<file path="src/rtl/i2c_touch_target.sv">
// I2C target that stands in for the touch panel controller: answers pointer-write and
// register-read sequences from a small register file that the host side can preload.
module i2c_touch_target #(
  parameter logic [6:0] DEV_ADDR    = 7'h38,
  parameter int         PTR_W       = 4,
  parameter int         SYNC_STAGES = 2
) (
  input  logic             clk,
  input  logic             reset,
  input  logic             scl_in,
  input  logic             sda_in,
  output logic             sda_pull,
  input  logic             host_we,
  input  logic [PTR_W-1:0] host_addr,
  input  logic [7:0]       host_wdata,
  output logic [PTR_W-1:0] ptr,
  output logic             busy,
  output logic             rd_strobe
);

  localparam int DEPTH = 1 << PTR_W;

  typedef enum logic [2:0] {
    ST_IDLE, ST_ADDR, ST_ACK, ST_PTR, ST_WDATA, ST_TX, ST_MACK, ST_IGNORE
  } state_t;

  typedef enum logic [1:0] {NX_PTR, NX_WDATA, NX_TX} after_ack_t;

  state_t                 state;
  after_ack_t             after_ack;
  logic [3:0]             bit_cnt;
  logic [7:0]             shift_reg;
  logic [7:0]             regs [DEPTH];
  logic [SYNC_STAGES-1:0] scl_sync;
  logic [SYNC_STAGES-1:0] sda_sync;
  logic                   scl_d;
  logic                   sda_d;
  logic                   scl_s;
  logic                   sda_s;
  logic                   scl_rise;
  logic                   scl_fall;
  logic                   start_det;
  logic                   stop_det;
  logic                   byte_done;
  logic                   bus_we;

  assign scl_s     = scl_sync[SYNC_STAGES-1];
  assign sda_s     = sda_sync[SYNC_STAGES-1];
  assign scl_rise  = scl_s & ~scl_d;
  assign scl_fall  = ~scl_s & scl_d;
  assign start_det = scl_s & scl_d & sda_d & ~sda_s;
  assign stop_det  = scl_s & scl_d & ~sda_d & sda_s;
  assign byte_done = scl_fall && (bit_cnt == 4'd8);
  assign bus_we    = (state == ST_WDATA) && byte_done && !start_det && !stop_det;

  // Resynchronise the raw pads (idle bus is high) and keep a one-cycle-old copy for edges.
  always_ff @(posedge clk or negedge reset) begin
    if (!reset) begin
      scl_sync <= '1;
      sda_sync <= '1;
      scl_d    <= 1'b1;
      sda_d    <= 1'b1;
    end else begin
      scl_sync <= {scl_sync[SYNC_STAGES-2:0], scl_in};
      sda_sync <= {sda_sync[SYNC_STAGES-2:0], sda_in};
      scl_d    <= scl_s;
      sda_d    <= sda_s;
    end
  end

  // Register file: bus data writes first so a same-cycle host write overrides it.
  always_ff @(posedge clk or negedge reset) begin
    if (!reset) begin
      for (int i = 0; i < DEPTH; i++) regs[i] <= '0;
    end else begin
      if (bus_we) regs[ptr] <= shift_reg;
      if (host_we) regs[host_addr] <= host_wdata;
    end
  end

  // Protocol FSM: START/STOP override bit handling; SDA only moves after an SCL fall.
  always_ff @(posedge clk or negedge reset) begin
    if (!reset) begin
      state     <= ST_IDLE;
      after_ack <= NX_PTR;
      bit_cnt   <= '0;
      shift_reg <= '0;
      sda_pull  <= 1'b0;
      busy      <= 1'b0;
      rd_strobe <= 1'b0;
      ptr       <= '0;
    end else begin
      rd_strobe <= 1'b0;
      if (start_det) begin
        state    <= ST_ADDR;
        bit_cnt  <= '0;
        sda_pull <= 1'b0;
        busy     <= 1'b0;
      end else if (stop_det) begin
        state    <= ST_IDLE;
        sda_pull <= 1'b0;
        busy     <= 1'b0;
      end else begin
        case (state)
          ST_ADDR: begin
            if (scl_rise) begin
              shift_reg <= {shift_reg[6:0], sda_s};
              bit_cnt   <= bit_cnt + 4'd1;
            end else if (byte_done) begin
              bit_cnt <= '0;
              if (shift_reg[7:1] == DEV_ADDR) begin
                state     <= ST_ACK;
                sda_pull  <= 1'b1;
                busy      <= 1'b1;
                after_ack <= shift_reg[0] ? NX_TX : NX_PTR;
              end else begin
                state <= ST_IGNORE;
              end
            end
          end
          ST_PTR, ST_WDATA: begin
            if (scl_rise) begin
              shift_reg <= {shift_reg[6:0], sda_s};
              bit_cnt   <= bit_cnt + 4'd1;
            end else if (byte_done) begin
              bit_cnt   <= '0;
              state     <= ST_ACK;
              sda_pull  <= 1'b1;
              after_ack <= NX_WDATA;
              if (state == ST_PTR) ptr <= shift_reg[PTR_W-1:0];
              else                 ptr <= ptr + 1'b1;
            end
          end
          ST_ACK: begin
            if (scl_fall) begin
              bit_cnt  <= '0;
              sda_pull <= 1'b0;
              case (after_ack)
                NX_TX: begin
                  state     <= ST_TX;
                  shift_reg <= regs[ptr];
                  sda_pull  <= ~regs[ptr][7];
                  rd_strobe <= 1'b1;
                end
                NX_WDATA: state <= ST_WDATA;
                default:  state <= ST_PTR;
              endcase
            end
          end
          ST_TX: begin
            if (scl_rise) begin
              bit_cnt <= bit_cnt + 4'd1;
            end else if (scl_fall) begin
              if (bit_cnt == 4'd8) begin
                sda_pull <= 1'b0;
                state    <= ST_MACK;
              end else begin
                shift_reg <= {shift_reg[6:0], 1'b0};
                sda_pull  <= ~shift_reg[6];
              end
            end
          end
          ST_MACK: begin
            if (scl_rise) begin
              if (!sda_s) begin
                ptr     <= ptr + 1'b1;
                bit_cnt <= 4'd9;
              end else begin
                state <= ST_IGNORE;
              end
            end else if (scl_fall && (bit_cnt == 4'd9)) begin
              bit_cnt   <= '0;
              state     <= ST_TX;
              shift_reg <= regs[ptr];
              sda_pull  <= ~regs[ptr][7];
              rd_strobe <= 1'b1;
            end
          end
          default: ;
        endcase
      end
    end
  end

endmodule

</file>
<file path="config.mk">
export PLATFORM = sky130hd
export DESIGN_NAME = i2c_touch_target
export DESIGN_NICKNAME = d
export VERILOG_FILES = /design/src/rtl/i2c_touch_target.sv
export SDC_FILE = /design/constraint.sdc
export NUM_CORES = 1
export LEC_CHECK = 0
export CORE_MARGIN = 4
export CORE_UTILIZATION = 65
export DETAILED_ROUTE_END_ITERATION = 16
export PLACE_DENSITY = 0.83
export SYNTH_ARGS = -nofsm -noshare
export SYNTH_HDL_FRONTEND = slang
export SYNTH_SLANG_ARGS = --single-unit
</file>
<file path="constraint.sdc">
create_clock -name clk -period 4.23 [get_ports clk]
set_input_delay 0.423 -clock clk [delete_from_list [all_inputs] [get_ports clk]]
set_output_delay 0.423 -clock clk [all_outputs]
set_load 0.01 [all_outputs]
</file>
== Word-level counts from Yosys, hierarchy flattened ==
Index checks and enable logic that the tools add are counted.
Storage, ports and cells
  flip-flop bits (word level): 158
  input port bits: 17
  output and inout bits: 7
Operators by class
  reductions and logical operators: 26
  order comparisons: 4
  equal/unequal tests: 46
  mux-type cells: 84
  add/subtract/negate cells: 2
  bitwise gates (word level): 17
Operators with widths (count)
  128-bit bitwise mux: 2
  128-bit 2-to-1 mux: 2
  8-bit 2-to-1 mux: 12
  8-bit demux with 4-bit select: 2
  4-bit 2-to-1 mux: 14
  4-bit != test, second input constant: 13
  3-bit 2-to-1 mux: 14
  11-bit AND reduction: 3
  8-bit binary-select mux with 4-bit select: 1
  8-bit one-hot mux with 4 select lines: 1
  2-bit != test, second input constant: 15
  1-bit 2-to-1 mux: 23
  4-bit one-hot mux with 4 select lines: 1
  3-bit one-hot mux with 5 select lines: 1
  7-bit AND reduction: 2
  2-bit 2-to-1 mux: 6
  5-bit greater-or-equal comparator, second input constant: 2
  5-bit by 1-bit < comparator with 1-bit output, second input constant: 2
  5-bit != test, second input constant: 2
  4-bit inverter with 5-bit output: 2
  3-bit == test, second input constant: 3
  3-bit nonzero test: 3
  4-bit by 1-bit adder with 4-bit output, second input constant: 2
  4-bit == test, second input constant: 2
  other kinds (26): 49

== Depth between registers and ports, before layout ==
  word-level depth: 10
  gate-level depth with buffers: 9
  mapped depth without buffers: 8

== Worst setup path after synthesis ==
OpenSTA, ideal clock, no wires.
  path type: register to register
  from: register ptr[0]
  to: register shift_reg[5]
  clock period less this slack: 2212 ps
  library setup time: 136 ps
  path slack: 2018 ps
  path buffers: 2
  cell stages (with the launch flop): 8
  arrival: 2077 ps
  cell sequence: dfrtp_1 > buf_2 > buf_1 > mux4_2 > mux2i_1 > nor2_1 > a211oi_1 > o21ai_0
On the way
  cells in the longest elaborated chain, start to end: 7
Ends and longest elaborated chain
  start, declared: RTL line 16  | output logic [PTR_W-1:0] ptr,
  start signal, assigned: RTL line 130  | if (state == ST_PTR) ptr <= shift_reg[PTR_W-1:0];
  start signal, assigned: RTL line 131  | else ptr <= ptr + 1'b1;
  start signal, assigned: RTL line 166  | ptr <= ptr + 1'b1;
  4-bit inverter with 5-bit output (implied by the code) *: RTL line 141, 174
  8-bit binary-select mux with 4-bit select *: RTL line 141, 174
  8-bit 2-to-1 mux (implied by the code) * (2 in series): RTL line 141, 174
  8-bit 2-to-1 mux, on equally long branches: RTL line 171, 138
  8-bit 2-to-1 mux, on equally long branches: RTL line 164, 135
  8-bit one-hot mux with 4 select lines *: RTL line 104  | case (state)
  end signal, assigned: RTL line 107  | shift_reg <= {shift_reg[6:0], sda_s};
  end signal, assigned: RTL line 141  | shift_reg <= regs[ptr];
  end signal, assigned: RTL line 174  | shift_reg <= regs[ptr];
  end, declared: RTL line 32  | logic [7:0] shift_reg;
Every way passes the cells marked *; elsewhere a longest branch is shown, timed or not. The select of a mux whose other input is x is not followed.
A chain may end at the register's enable or synchronous reset.

== Worst setup path after layout ==
  from: register state[2]
  to: register regs[61] (netlist bit)
On the way
  cells in the longest elaborated chain, start to end: 7
Ends and longest elaborated chain
  start, declared: RTL line 29  | state_t state;
  start signal, assigned: RTL line 84  | state <= ST_IDLE;
  start signal, assigned: RTL line 95  | state <= ST_ADDR;
  start signal, assigned: RTL line 100  | state <= ST_IDLE;
  3-bit == test *: RTL line 54  | assign bus_we = (state == ST_WDATA) && byte_done && !start_det && !stop_det;
  1-bit logical AND * (3 in series): RTL line 54
  128-bit 2-to-1 mux *: RTL line 76  | if (bus_we) regs[ptr] <= shift_reg;
  128-bit bitwise mux: RTL line 77  | if (host_we) regs[host_addr] <= host_wdata;
  128-bit 2-to-1 mux *: RTL line 77
  end signal, assigned by index: RTL line 76
  end signal, assigned by index: RTL line 77
  end, declared: RTL line 33  | logic [7:0] regs [DEPTH];
Every way passes the cells marked *; elsewhere a longest branch is shown, timed or not.

==> summary.md <==
| Metric | Value |
|---|---|
| Status | finished, final reports clean |
| Layout net count | 914 |
| Largest net degree at the start of global routing | ~110 |
| Least-Margin Pin Slew | 1.334 ns |
| Xor and xnor area share after synthesis | 0.1884% |
| Critical Path Fanout Max | 24 |
| Hpwl dp | 15,410 µm |
| CTS tree | done |
| Setup_tns | 0 ns |
| Synth top area cells | dfrtp_1 41%, mux2i_1 16%, mux4_2 7.5%, a21oi_1 4.8%, nor2_1 4.3% |
| Part of the cycle the worst path needs | between 60% and 70% |
| Initial core utilization | between 60% and 70% |
| Synth Warn # | 0 |
| Cells after Synth | roughly 920 |
| Compound-Gate Fraction of Synth Area | about 12% |
| Worst setup path category | flop to flop |
| Clock skew | between 0.015 and 0.02 ns |
| Initial DRC Count | between 900 and 1k |
| Number of routed nets with antenna violations | 0 |
| FF-to-FF path depth | 6 |
| Final wirelength | between 20,000 and 25,000 µm |
| Final cell count without fillers | 1,080 |
| Critical path startpoint category | flop |
| Synth Register Bits | about 160 |
| CTS buffer count | 17 |
| Most frequent cells in the layout | 151 x dfrtp_1, 147 x mux2i_1, 106 x nor2_1 |
| Clk slew on worst S/H paths | roughly 0.06 ns |
| Hold Buf Count CTS | 0 |
| Vias in the first global route | about 7.1k |
| Setup Buffers After CTS | 0 |
| Max VDD drop | roughly 440 µV |
| Worst slack, placed | 1.460 ns |
| Cell variety after synth | between 50 and 60 |
| Util after Layout | around 72% |
| Final worst setup slack | 1.347 ns |
| Number of I/O pins | 24 |
| Final Max Slew Viols | 0 |
| Final Critical Period | between 2 and 3 ns |
| Critical Path RT | between 4 and 5 ns |
| CP endpoint kind | flop |
| Yosys top cell by area | dfrtp_1 |
| Worst hold slack | 0.1029 ns |
| Core area | 0.01393 mm² |
| FFs w/ async S/R, synth | 100.0% |
| Clk buf depth | 2 |
| Port Buffers | 23 |
| Fmax | between 300 and 400 MHz |
| Placer congestion estimate | 0.9316 |
| Row count | 43 |
| Post-Synth Simple-Gate Area | about 16% |
| Initial antenna violation count | 0 |
| DRC | 0 |
| Die width | 127.6 µm |
| Pwr dens | 602.8 mW/mm² |
| R2R Setup Slk | between 1 and 1.5 ns |
| Most common cell after layout, fill and taps aside | dfrtp_1 |
| Clock sink count | between 150 and 200 |
| P&R area growth vs syn | 8.599% |
| Largest family of logic cells by synthesized area | multiplexers |
| Die height | between 100 and 150 µm |
| WP data arrival | between 3 and 4 ns |
| Setup Viol. Count Final | 0 |
| Largest register FFs | 128 |
| Die area | about 0.016 mm² |
| Fraction of layout cells with a size suffix above 1 | between 10 and 15% |
| Vias per cell | 6.659 |
| Mux cell area share after synthesis | 23.82% |
| Top FF cell, synth | dfrtp_1 |
| Synthesized cell area | about 0.0093 mm² |
| End of the worst register-to-register path | regs[61]$_DFF_PN0_ |
| Mapped Nets | around 940 |
| Slowest-stage cell, CP | dfrtp_1 |
| EDFF count, synth | 0 |
| Wire length of the first global-routing pass | around 39,000 µm |
| RR Startpoint | state[2]$_DFFE_PN0P_ |
| Seq/Total Area, Yosys | between 40% and 50% |
| Top-area cell type share of the netlist area | between 40% and 50% |
| Routed len/inst | between 20 and 25 µm |
| Crit path from | state[2]$_DFFE_PN0P_ |
| HP Class | primary input to asynchronous set/reset pin |
| Leak | 3.985 nW |
| Slew margin rel. | 10.34% |
| Root Buffer | clkbuf_16 |
| # H-tree levels | 4 |
| Final hold viol count | 0 |
| Worst-Skew Late Latency | around 0.45 ns |
| Antenna cells | 0 |
| GRT overflow | 0 |
| Unrepaired setup endpoints after global routing | false |
| Placed cells | ~1.0k |
| Avg Cell Area, Syn | between 10 and 15 µm² |
| Post-synthesis adder-cell area fraction | between 1 and 1.5% |
| Drt first pass iters | 5 |
| Cell Chain, Critical Path | or3b_4, nor3_4, nand2_4, nor2_8, mux2i_1, o21ai_1 |
| Resize count post-CTS | 0 |
| Crit-path max cell delay | 0.83 ns |
| DR vias | between 7k and 8k |
| GRT Total Usage | a little under a third |
| Max-cap viol count | 0 |
worst max-delay path, delay by kind of cell, from the launching register on:
kind	cells	cell delay [ns]
simple gates	4	1.46
mux	1	0.31
compound gates	1	0.11
flops	1	0.83
stage by stage:
step                      instance area [µm²]  power, mW
after detailed placement                 9507      4.492
after floorplan                          9298      3.877
after global placement                   9507      4.391
final                                   10100      6.086
after CTS                               10100      6.051
after global routing                    10100      6.409
power by group:
group,internal [mW],switching (mW),leakage [nW]
Combinational,0.970,1.01,1.92
Sequential,1.86,0.687,1.78
Clock,0.904,0.654,0.281
synth_stat cells, drive strengths merged (4+ instances only):
cell	instances
nor3	11
nand2	88
o21ai	71
a32oi	4
a31oi	5
a21oi	90
mux4	31
nand2b	8
dfstp	6
ha	9
mux2i	147
buf	29
nor2	122
mux2	4
a211oi	7
and3b	4
clkbuf	49
nor2b	12
dfrtp	152
inv	11
o32ai	4
nand3	8
area by class of cell:
class,instances,area [µm²]
clock buffers,20,456.7
flip-flops and latches,158,3963
clock inverters,11,133.9
inverters,11,41.29
fillers,935,3837
repair buffers,31,291.5
multi-input cells,669,4986
well taps,180,225.2
worst max-delay path by stage:
stage / end / depth (start not counted)
floorplan: shift_reg[5]$_DFFE_PN0P_ / 7
global placement: sda_pull$_DFFE_PN0P_ / 7
detailed placement: regs[2]$_DFF_PN0_ / 6
CTS: ptr[0] / 2
global route: sda_pull$_DFFE_PN0P_ / 7
finish: regs[61]$_DFF_PN0_ / 6
logic make-up after synthesis:
group / Yosys count
AND/OR/NAND/NOR: 275
multiplexers: 182
buffers and inverters: 89
flip-flops: 158
adder cells (fa/ha/maj): 9
XOR/XNOR: 2
AO/OA/AOI/OAI: 201
routing by layer:
layer	up-vias	global-route usage [%]	part of all wire, %
met3	63	8.487	8.6
met4	0	12.05	2.5
met5	-	0	0
li1	3203	-	-
met2	388	47.94	48
met1	3538	42.37	41
No activity file was read; power rests on OpenSTA's default activity.
